**config.mk**
```make
export PLATFORM = sky130hd
export DESIGN_NAME = inst_line_prefetcher
export DESIGN_NICKNAME = d
export VERILOG_FILES = /design/src/rtl/cache_types.sv /design/src/rtl/sat_counter32.sv /design/src/rtl/inst_line_prefetcher.sv
export SDC_FILE = /design/constraint.sdc
export NUM_CORES = 1
export LEC_CHECK = 0
export ABC_AREA = 1
export CAP_MARGIN = 40
export CORE_AREA = 2 2 254 256
export DETAILED_ROUTE_END_ITERATION = 12
export DIE_AREA = 0 0 256 258
export PLACE_DENSITY = 0.68
export REMOVE_ABC_BUFFERS = 1
export SETUP_SLACK_MARGIN = 0.2
export SLEW_MARGIN = 25
export SYNTH_ARGS = -nofsm -noshare
export SYNTH_HDL_FRONTEND = slang
export SYNTH_SLANG_ARGS = --single-unit
```
**constraint.sdc**
```tcl
create_clock -name clk -period 13.9 [get_ports clk]
set_clock_uncertainty 0.15 [all_clocks]
set_input_delay 4.17 -clock clk [delete_from_list [all_inputs] [get_ports clk]]
set_output_delay 4.17 -clock clk [all_outputs]
set_load 0.05 [all_outputs]
```
**src/rtl/cache_types.sv**
```systemverilog
// Shared types and line geometry for the instruction-side prefetch path.
package cache_types;
    typedef enum logic [1:0] {
        pf_idle_s,
        pf_demand_s,
        pf_prefetch_s
    } pf_state_t;

    localparam int LINE_OFFSET_BITS = 5;
    localparam int LINE_TAG_BITS    = 27;
endpackage

```
**src/rtl/sat_counter32.sv**
```systemverilog
// 32-bit event counter that sticks at all-ones instead of wrapping.
module sat_counter32 (
    input  logic        clk,
    input  logic        rst,
    input  logic        inc_i,
    output logic [31:0] count_o
);
    logic [31:0] count_q, count_d;

    always_comb begin
        count_d = count_q;
        if (inc_i && (count_q != 32'hFFFF_FFFF)) begin
            count_d = count_q + 32'd1;
        end
    end

    always_ff @(posedge clk or posedge rst) begin
        if (rst) begin
            count_q <= '0;
        end else begin
            count_q <= count_d;
        end
    end

    assign count_o = count_q;
endmodule

```
**src/rtl/inst_line_prefetcher.sv**
```systemverilog
// Next-line prefetcher between the icache fill port and burst memory:
// demand fills go to memory, the following line is staged in a one-entry buffer.
module inst_line_prefetcher
    import cache_types::*;
#(
    parameter bit PREFETCH_EN = 1'b1,
    parameter int LINE_BITS   = 256,
    parameter int OFFSET_BITS = LINE_OFFSET_BITS
) (
    input  logic                 clk,
    input  logic                 rst,
    input  logic [31:0]          icache_addr,
    input  logic                 icache_read,
    output logic [LINE_BITS-1:0] icache_rdata,
    output logic                 icache_resp,
    output logic [31:0]          mem_addr,
    output logic                 mem_read,
    input  logic [LINE_BITS-1:0] mem_rdata,
    input  logic                 mem_resp,
    output logic [31:0]          hit_count,
    output logic [31:0]          miss_count
);
    localparam int TAG_W = 32 - OFFSET_BITS;

    pf_state_t            state_q, state_d;
    logic                 pf_valid_q, pf_valid_d;
    logic [TAG_W-1:0]     pf_tag_q, pf_tag_d;
    logic [TAG_W-1:0]     tgt_q, tgt_d;
    logic [LINE_BITS-1:0] pf_data_q, pf_data_d;
    logic                 hit_inc, miss_inc;
    logic [TAG_W-1:0]     req_tag;
    logic                 hit;
    logic                 unused_offset;

    assign req_tag       = icache_addr[31:OFFSET_BITS];
    assign unused_offset = ^icache_addr[OFFSET_BITS-1:0];
    assign hit           = icache_read && pf_valid_q && (pf_tag_q == req_tag);

    always_ff @(posedge clk or posedge rst) begin
        if (rst) begin
            state_q    <= pf_idle_s;
            pf_valid_q <= 1'b0;
            pf_tag_q   <= '0;
            tgt_q      <= '0;
            pf_data_q  <= '0;
        end else begin
            state_q    <= state_d;
            pf_valid_q <= pf_valid_d;
            pf_tag_q   <= pf_tag_d;
            tgt_q      <= tgt_d;
            pf_data_q  <= pf_data_d;
        end
    end

    // tgt_q holds the line being fetched; the +1 wraps modulo 2**TAG_W.
    always_comb begin
        state_d    = state_q;
        pf_valid_d = pf_valid_q;
        pf_tag_d   = pf_tag_q;
        tgt_d      = tgt_q;
        pf_data_d  = pf_data_q;
        unique case (state_q)
            pf_idle_s: begin
                if (hit) begin
                    pf_valid_d = 1'b0;
                    if (PREFETCH_EN) begin
                        tgt_d   = pf_tag_q + TAG_W'(1);
                        state_d = pf_prefetch_s;
                    end
                end else if (icache_read) begin
                    pf_valid_d = 1'b0;
                    tgt_d      = req_tag;
                    state_d    = pf_demand_s;
                end
            end
            pf_demand_s: begin
                if (mem_resp) begin
                    if (PREFETCH_EN) begin
                        tgt_d   = tgt_q + TAG_W'(1);
                        state_d = pf_prefetch_s;
                    end else begin
                        state_d = pf_idle_s;
                    end
                end
            end
            pf_prefetch_s: begin
                if (mem_resp) begin
                    pf_data_d  = mem_rdata;
                    pf_tag_d   = tgt_q;
                    pf_valid_d = 1'b1;
                    state_d    = pf_idle_s;
                end
            end
            default: state_d = pf_idle_s;
        endcase
    end

    always_comb begin
        icache_resp  = 1'b0;
        icache_rdata = '0;
        mem_read     = 1'b0;
        mem_addr     = '0;
        hit_inc      = 1'b0;
        miss_inc     = 1'b0;
        unique case (state_q)
            pf_idle_s: begin
                if (hit) begin
                    icache_resp  = 1'b1;
                    icache_rdata = pf_data_q;
                    hit_inc      = 1'b1;
                end else if (icache_read) begin
                    miss_inc = 1'b1;
                end
            end
            pf_demand_s: begin
                mem_read = 1'b1;
                mem_addr = {tgt_q, {OFFSET_BITS{1'b0}}};
                if (mem_resp) begin
                    icache_resp  = 1'b1;
                    icache_rdata = mem_rdata;
                end
            end
            pf_prefetch_s: begin
                mem_read = 1'b1;
                mem_addr = {tgt_q, {OFFSET_BITS{1'b0}}};
            end
            default: ;
        endcase
    end

    sat_counter32 u_hit_cnt (
        .clk     (clk),
        .rst     (rst),
        .inc_i   (hit_inc),
        .count_o (hit_count)
    );

    sat_counter32 u_miss_cnt (
        .clk     (clk),
        .rst     (rst),
        .inc_i   (miss_inc),
        .count_o (miss_count)
    );
endmodule

```
Yosys cells after proc, flatten, opt, wreduce, memory -nomap -nowiden
Index checks and enable logic that the tools add are counted.

word-level totals
  input bits = 292
  output and inout bits = 354
  register bits = 377

cells by class
  equal/unequal tests = 8
  reduce and logical (&&, ||, !) cells = 12
  add/sub/neg operators = 4
  muxes and demuxes = 25

operators with widths
  kind                                                                    number
  256-bit two-way mux                                                     2
  256-bit case mux with 2 select lines                                    1
  27-bit two-way mux                                                      3
  32-bit by 1-bit adder with 32-bit output (second input constant)        2
  32-bit inequality test (second input constant)                          2
  27-bit by 1-bit adder with 27-bit output (second input constant)        2
  27-bit case mux with 2 select lines                                     1
  32-bit two-way mux                                                      1
  27-bit equality test                                                    1
  1-bit two-way mux                                                       10
  3-bit AND reduction                                                     3
  2-bit two-way mux                                                       4
  2-bit case mux with 3 select lines                                      1
  1-bit logical AND                                                       4
  2-bit inequality test (second input constant)                           2
  1-bit case mux with 2 select lines                                      2
  2-bit nonzero test                                                      2
  3-bit inequality test (second input constant)                           1
  2-bit by 1-bit equality test with 1-bit output (second input constant)  1
  2-bit equality test (second input constant)                             1
  2-bit logical NOT                                                       1
  2-bit AND reduction                                                     1
  2-bit OR reduction                                                      1

Depth between registers and ports, before layout
  depth after elaboration = 5
  gate-level depth with buffers = 15
  depth with buffers taken out = 15

Cells and area by module
From an unflattened synthesis, not the netlist that was laid out.

unflattened totals
  cell total of the unflattened synthesis = 3,291
  area, all modules = 22,178.8 um^2

modules (own cells, without submodules)
  module                cells each  times used  area each (um^2)
  inst_line_prefetcher  2,569       1           17,664.4
  sat_counter32         361         2           2,257.2

Least setup slack after synthesis
No wires, ideal clock.

  kind = input to output
  start point = in icache_addr[26]
  end point = out icache_rdata[0]
  stages = 11
  data required time = 9.580 ns
  buffers on the path = 2
  arrival time = 5.772 ns
  path slack = 3.808 ns
  path through = xnor2_1 -> nand2_1 -> nor2_1 -> nand3_1 -> nor2_4 -> nand2_2 -> clkinv_2 -> buf_6 -> buf_6 -> nand2_1 -> o21ai_1

between the ends
  cells in the longest elaborated chain, start to end = 4

ends and longest elaborated chain
  what                                  RTL line                     RTL
  from (decl)                           inst_line_prefetcher.sv:12   input logic [31:0] icache_addr,
  27-bit equality test                  inst_line_prefetcher.sv:37   assign hit = icache_read && pf_valid_q && (pf_tag_q == req_tag);
  1-bit logical AND                     inst_line_prefetcher.sv:37
  256-bit two-way mux                   inst_line_prefetcher.sv:107  if (hit) begin
  256-bit case mux with 2 select lines  inst_line_prefetcher.sv:105  unique case (state_q)
  to (decl)                             inst_line_prefetcher.sv:14   output logic [LINE_BITS-1:0] icache_rdata,

No other way between the ends.

Worst setup path in the final report
  start point = in icache_addr[24]
  end point = out icache_rdata[254]

The elaborated chain is that of the path after synthesis.

==> metrics.log <==
[metrics] portion of total power attributed to the clock network: 23.9%
[metrics] total number of vias: approximately 22000
[metrics] worst vdd ir: 0.09405 mV
[metrics] violation count after the first detailed-route iteration: 1421
[metrics] Final Max Slew Viols: 0
[metrics] biggest area contributors in the synthesized netlist: dfrtp_1 (43%), nand2_1 (20%), o21ai_0 (8.5%)
[metrics] layout-stage area growth over the synthesis result: 39.80%
[metrics] clock-pin transition on the worst setup and hold timing paths: ~0.06 ns
[metrics] post-placement setup slack: 1.875 ns
[metrics] sequential element share of the synthesized area: 43.12%
[metrics] HPWL after detailed placement: between 60000 and 70000 um
[metrics] run status: complete, no violations
[metrics] count of warnings emitted by yosys: 0
[metrics] cell at the root of the clock tree: clkbuf_16
[metrics] share of Yosys cell area claimed by the top area cell type: 43.12%
[metrics] capture endpoint of the worst hold path: pf_data_q[56]
[metrics] # port buffers: 635
[metrics] First-pass DRT Iterations: 5
[metrics] Worst R2R End: u_miss_cnt.count_o[4]
[metrics] later-pin clock latency in the skew report: 0.57 ns
[metrics] Max Buffers Root-to-Sink: 3
[metrics] number of violations of the max-capacitance limit: 0
[metrics] hold wc startpoint: pf_data_q[56]
[metrics] total track usage: between 20% and 30%
[metrics] clock tree sinks: about 380
[metrics] setup violation total in the final timing report: 0
[metrics] largest net degree at the start of global routing: 153
[metrics] worst endpoint required time: approximately 9.6 ns
[metrics] Reg2Reg Launch Point: pf_tag_q[13]
[metrics] Register-to-Register Setup Slack: 10.65 ns
[metrics] switching power: between 2 and 2.5 mW
[metrics] number of enable-type register cells in the synthesized netlist: 0
[metrics] via count of the first global-routing pass: between 20000 and 25000
[metrics] setup repair after global routing missed its margin: false
[metrics] share of the clock period used by the worst path after layout: a little under nine tenths
[metrics] FP Rows: 93
[metrics] number of cells traversed by the worst hold path: 2
[metrics] Crit Path Max Fanout: 77
[metrics] final period demand of the worst path: 12.00 ns
[metrics] number of remaining DRC errors: 0
[metrics] antenna violations before repair: 36
[metrics] Main synth FF type: dfrtp_1
[metrics] post-cts sizing count: 0
[metrics] most used cells in the layout excluding fill and tap cells: nand2_1 (1134), clkdlybuf4s50_1 (635), inv_1 (429)
[metrics] internal power consumption: a little under 3 mW
[metrics] total die area: 66050 sq um
[metrics] Hold/Removal Path Class: reg -> reg
[metrics] measured slew at the worst slew-check pin: 1.007 ns
[metrics] filler cell count: 6479
[metrics] initial cell density of the core: 34.38%
[metrics] remaining max-slew budget at the tightest pin: 32.89%
[metrics] portion of total power attributed to combinational logic: 40.6%
[metrics] number of buffers added by the clock tree synthesis step: 47
[metrics] startpoint types: input port
[metrics] crit path capture type: output pin
[metrics] global-route wire length before repair: 125000 um
[metrics] Power Dens Cells: 171.2 nW/um^2
[metrics] number of register bits inferred by synthesis: 377
[metrics] total number of nets in the final design: between 4000 and 5000
[metrics] layout cell share with drive strength beyond 1: 3.633%
[metrics] Core ar.: around 64000 sq um
[metrics] Routed wire per std cell: between 15 and 20 um
[metrics] Cells after DPL: 4568
[metrics] leading cell type in the layout, fill and taps excluded: nand2_1
[metrics] aggregate global routing overflow: 0
[metrics] number of buffers added to fix hold violations after cts: 0
[metrics] count of distinct cell types in the synthesized netlist: 33
[metrics] average cell area after synthesis: 6.823 sq um
[metrics] final standard cell count with taps included and fillers excluded: 4683
[metrics] least setup slack across all paths after layout: between 1.5 and 2 ns
[metrics] category of the critical setup timing path: in -> out
[metrics] share of flip-flops with an asynchronous set or reset after synthesis: 100.0%
[metrics] upper clock frequency limit: 0.08332 GHz
[metrics] arrival time of the worst setup path: about 7.7 ns
[metrics] leakage power of the design: 14.43 nW
[metrics] part of the total power dissipated in sequential elements: ~36%
[metrics] final number of hold-violating endpoints: 0
[metrics] combined area of all synthesized cells: 21880 sq um
[metrics] fraction of power spent switching nets: 43.09%
[metrics] H-tree level count: 2
[metrics] via count normalized by instance count: between 4 and 5
[metrics] x dimension of the die: 256 um
[metrics] number of buffers inserted by post-CTS setup repair: 0
[metrics] gate count after technology mapping: 3207
[metrics] number of cell instances on the worst register-to-register path: 12
[metrics] total wirelength of the detailed-routed design: 82020 um
[metrics] number of I/O pins: 646
[metrics] y dimension of the die: around 260 um
[metrics] cell type contributing the most total cell area after synthesis: dfrtp_1
[metrics] weighted congestion reported at the end of routability-driven placement: just over 0.9
[metrics] count of antenna-violating nets left after detailed routing: 0
[metrics] clock tree from TritonCTS: built
==> sequential cells by signal (all words and copies together), names as in the netlist <==
register,cells
pf_data_q,256
u_hit_cnt.count_o,32
u_miss_cnt.count_o,32
pf_tag_q,27
tgt_q,27
state_q,2
pf_valid_q,1
==> worst max path at each step <==
stage               depth (start not counted)             from                end  slack [ns]
finish                                     15  icache_addr[24]  icache_rdata[254]        1.90
global placement                           15  icache_addr[24]    icache_rdata[5]        1.82
floorplan                                   1              rst       pf_data_q[0]       -0.89
CTS                                        15  icache_addr[24]    icache_rdata[5]        1.84
detailed placement                         15  icache_addr[24]  icache_rdata[187]        1.88
global route                               15  icache_addr[18]    icache_rdata[5]        1.64
==> critical path: stages <==
cell and delay (ns):
clkdlybuf4s50_1 0.52, inv_1 0.07, nand2_1 0.11, nand2_1 0.08, nor2_1 0.16, nand2_1 0.09
nor2_1 0.08, nand2_1 0.13, nor2_4 0.16, nand2_2 0.13, inv_8 0.38, buf_12 0.37
nand2_1 0.08, o21ai_0 0.15, clkdlybuf4s50_1 0.93
==> routing by layer <==
metal  track usage (%)  share of wire (%)  vias up
met2             39.55                 47      714
met3             8.098                8.8      169
met1             27.81                 39    10070
li1                  -                  -    11140
met4             13.58                4.3        8
met5                 0              0.056        -
==> power by group through the flow <==
stage / Clock, mW / Sequential [mW] / Combinational [mW]
6_report: 1.25 / 1.86 / 2.12
5_1_grt: 1.33 / 1.91 / 2.35
4_1_cts: 1.29 / 1.85 / 2.13
3_5_place_dp: 0 / 1.86 / 2.12
3_3_place_gp: 0 / 1.85 / 2.07
2_1_floorplan: 0 / 1.82 / 1.49
==> through the flow <==
stage                     total power [mW]  utilization (%)  hold slack [ns]  area [sq um]  setup TNS (ns)
final                                5.236            48.06           0.3339         30590               0
after global routing                 5.587            48.06           0.3513         30590               0
after CTS                            5.266            47.88           0.3374         30480               0
after detailed placement             3.985            45.44           0.3232         28920               0
after global placement               3.919            45.16           0.3156         28740               0
after floorplan                      3.301                -           0.3034         21050         -361.85
==> cells in the mapped netlist (3+ instances only) <==
library cell / count
buf_6: 23
nand3b_1: 3
inv_1: 430
ha_1: 7
nor3_1: 45
nor2_1: 165
inv_2: 21
o211ai_1: 4
nor4_1: 8
a31oi_1: 3
clkbuf_1: 107
o21ai_0: 371
buf_1: 5
nand4_1: 27
and2_1: 3
nand2_1: 1137
a21boi_1: 6
xor2_1: 52
o21ai_1: 209
a21oi_1: 15
buf_4: 9
nand3_1: 125
xnor2_1: 25
dfrtp_1: 377
buf_2: 20
==> layout make-up <==
type	instances	area [sq um]	area share, %
inverters	452	1712	5.595
diodes	29	72.57	0.2372
well taps	855	1070	3.497
multi-input cells	2218	9940	32.49
clock buffers	68	1346	4.401
repair buffers	668	6810	22.26
clock inverters	16	206.4	0.6749
flip-flops and latches	377	9434	30.84
==> cell families after synthesis <==
| logic type | Yosys count | share of synthesized area (%) |
|---|---|---|
| AND/OR/NAND/NOR | 1519 | 27.65 |
| AO/OA/AOI/OAI | 610 | 14.11 |
| other | 1 | 0.01714 |
| XOR/XNOR | 77 | 3.082 |
| flip-flops | 377 | 43.12 |
| adder cells (fa/ha/maj) | 7 | 0.4003 |
| buffers and inverters | 616 | 11.63 |
Power figures use the tool's default switching activity.
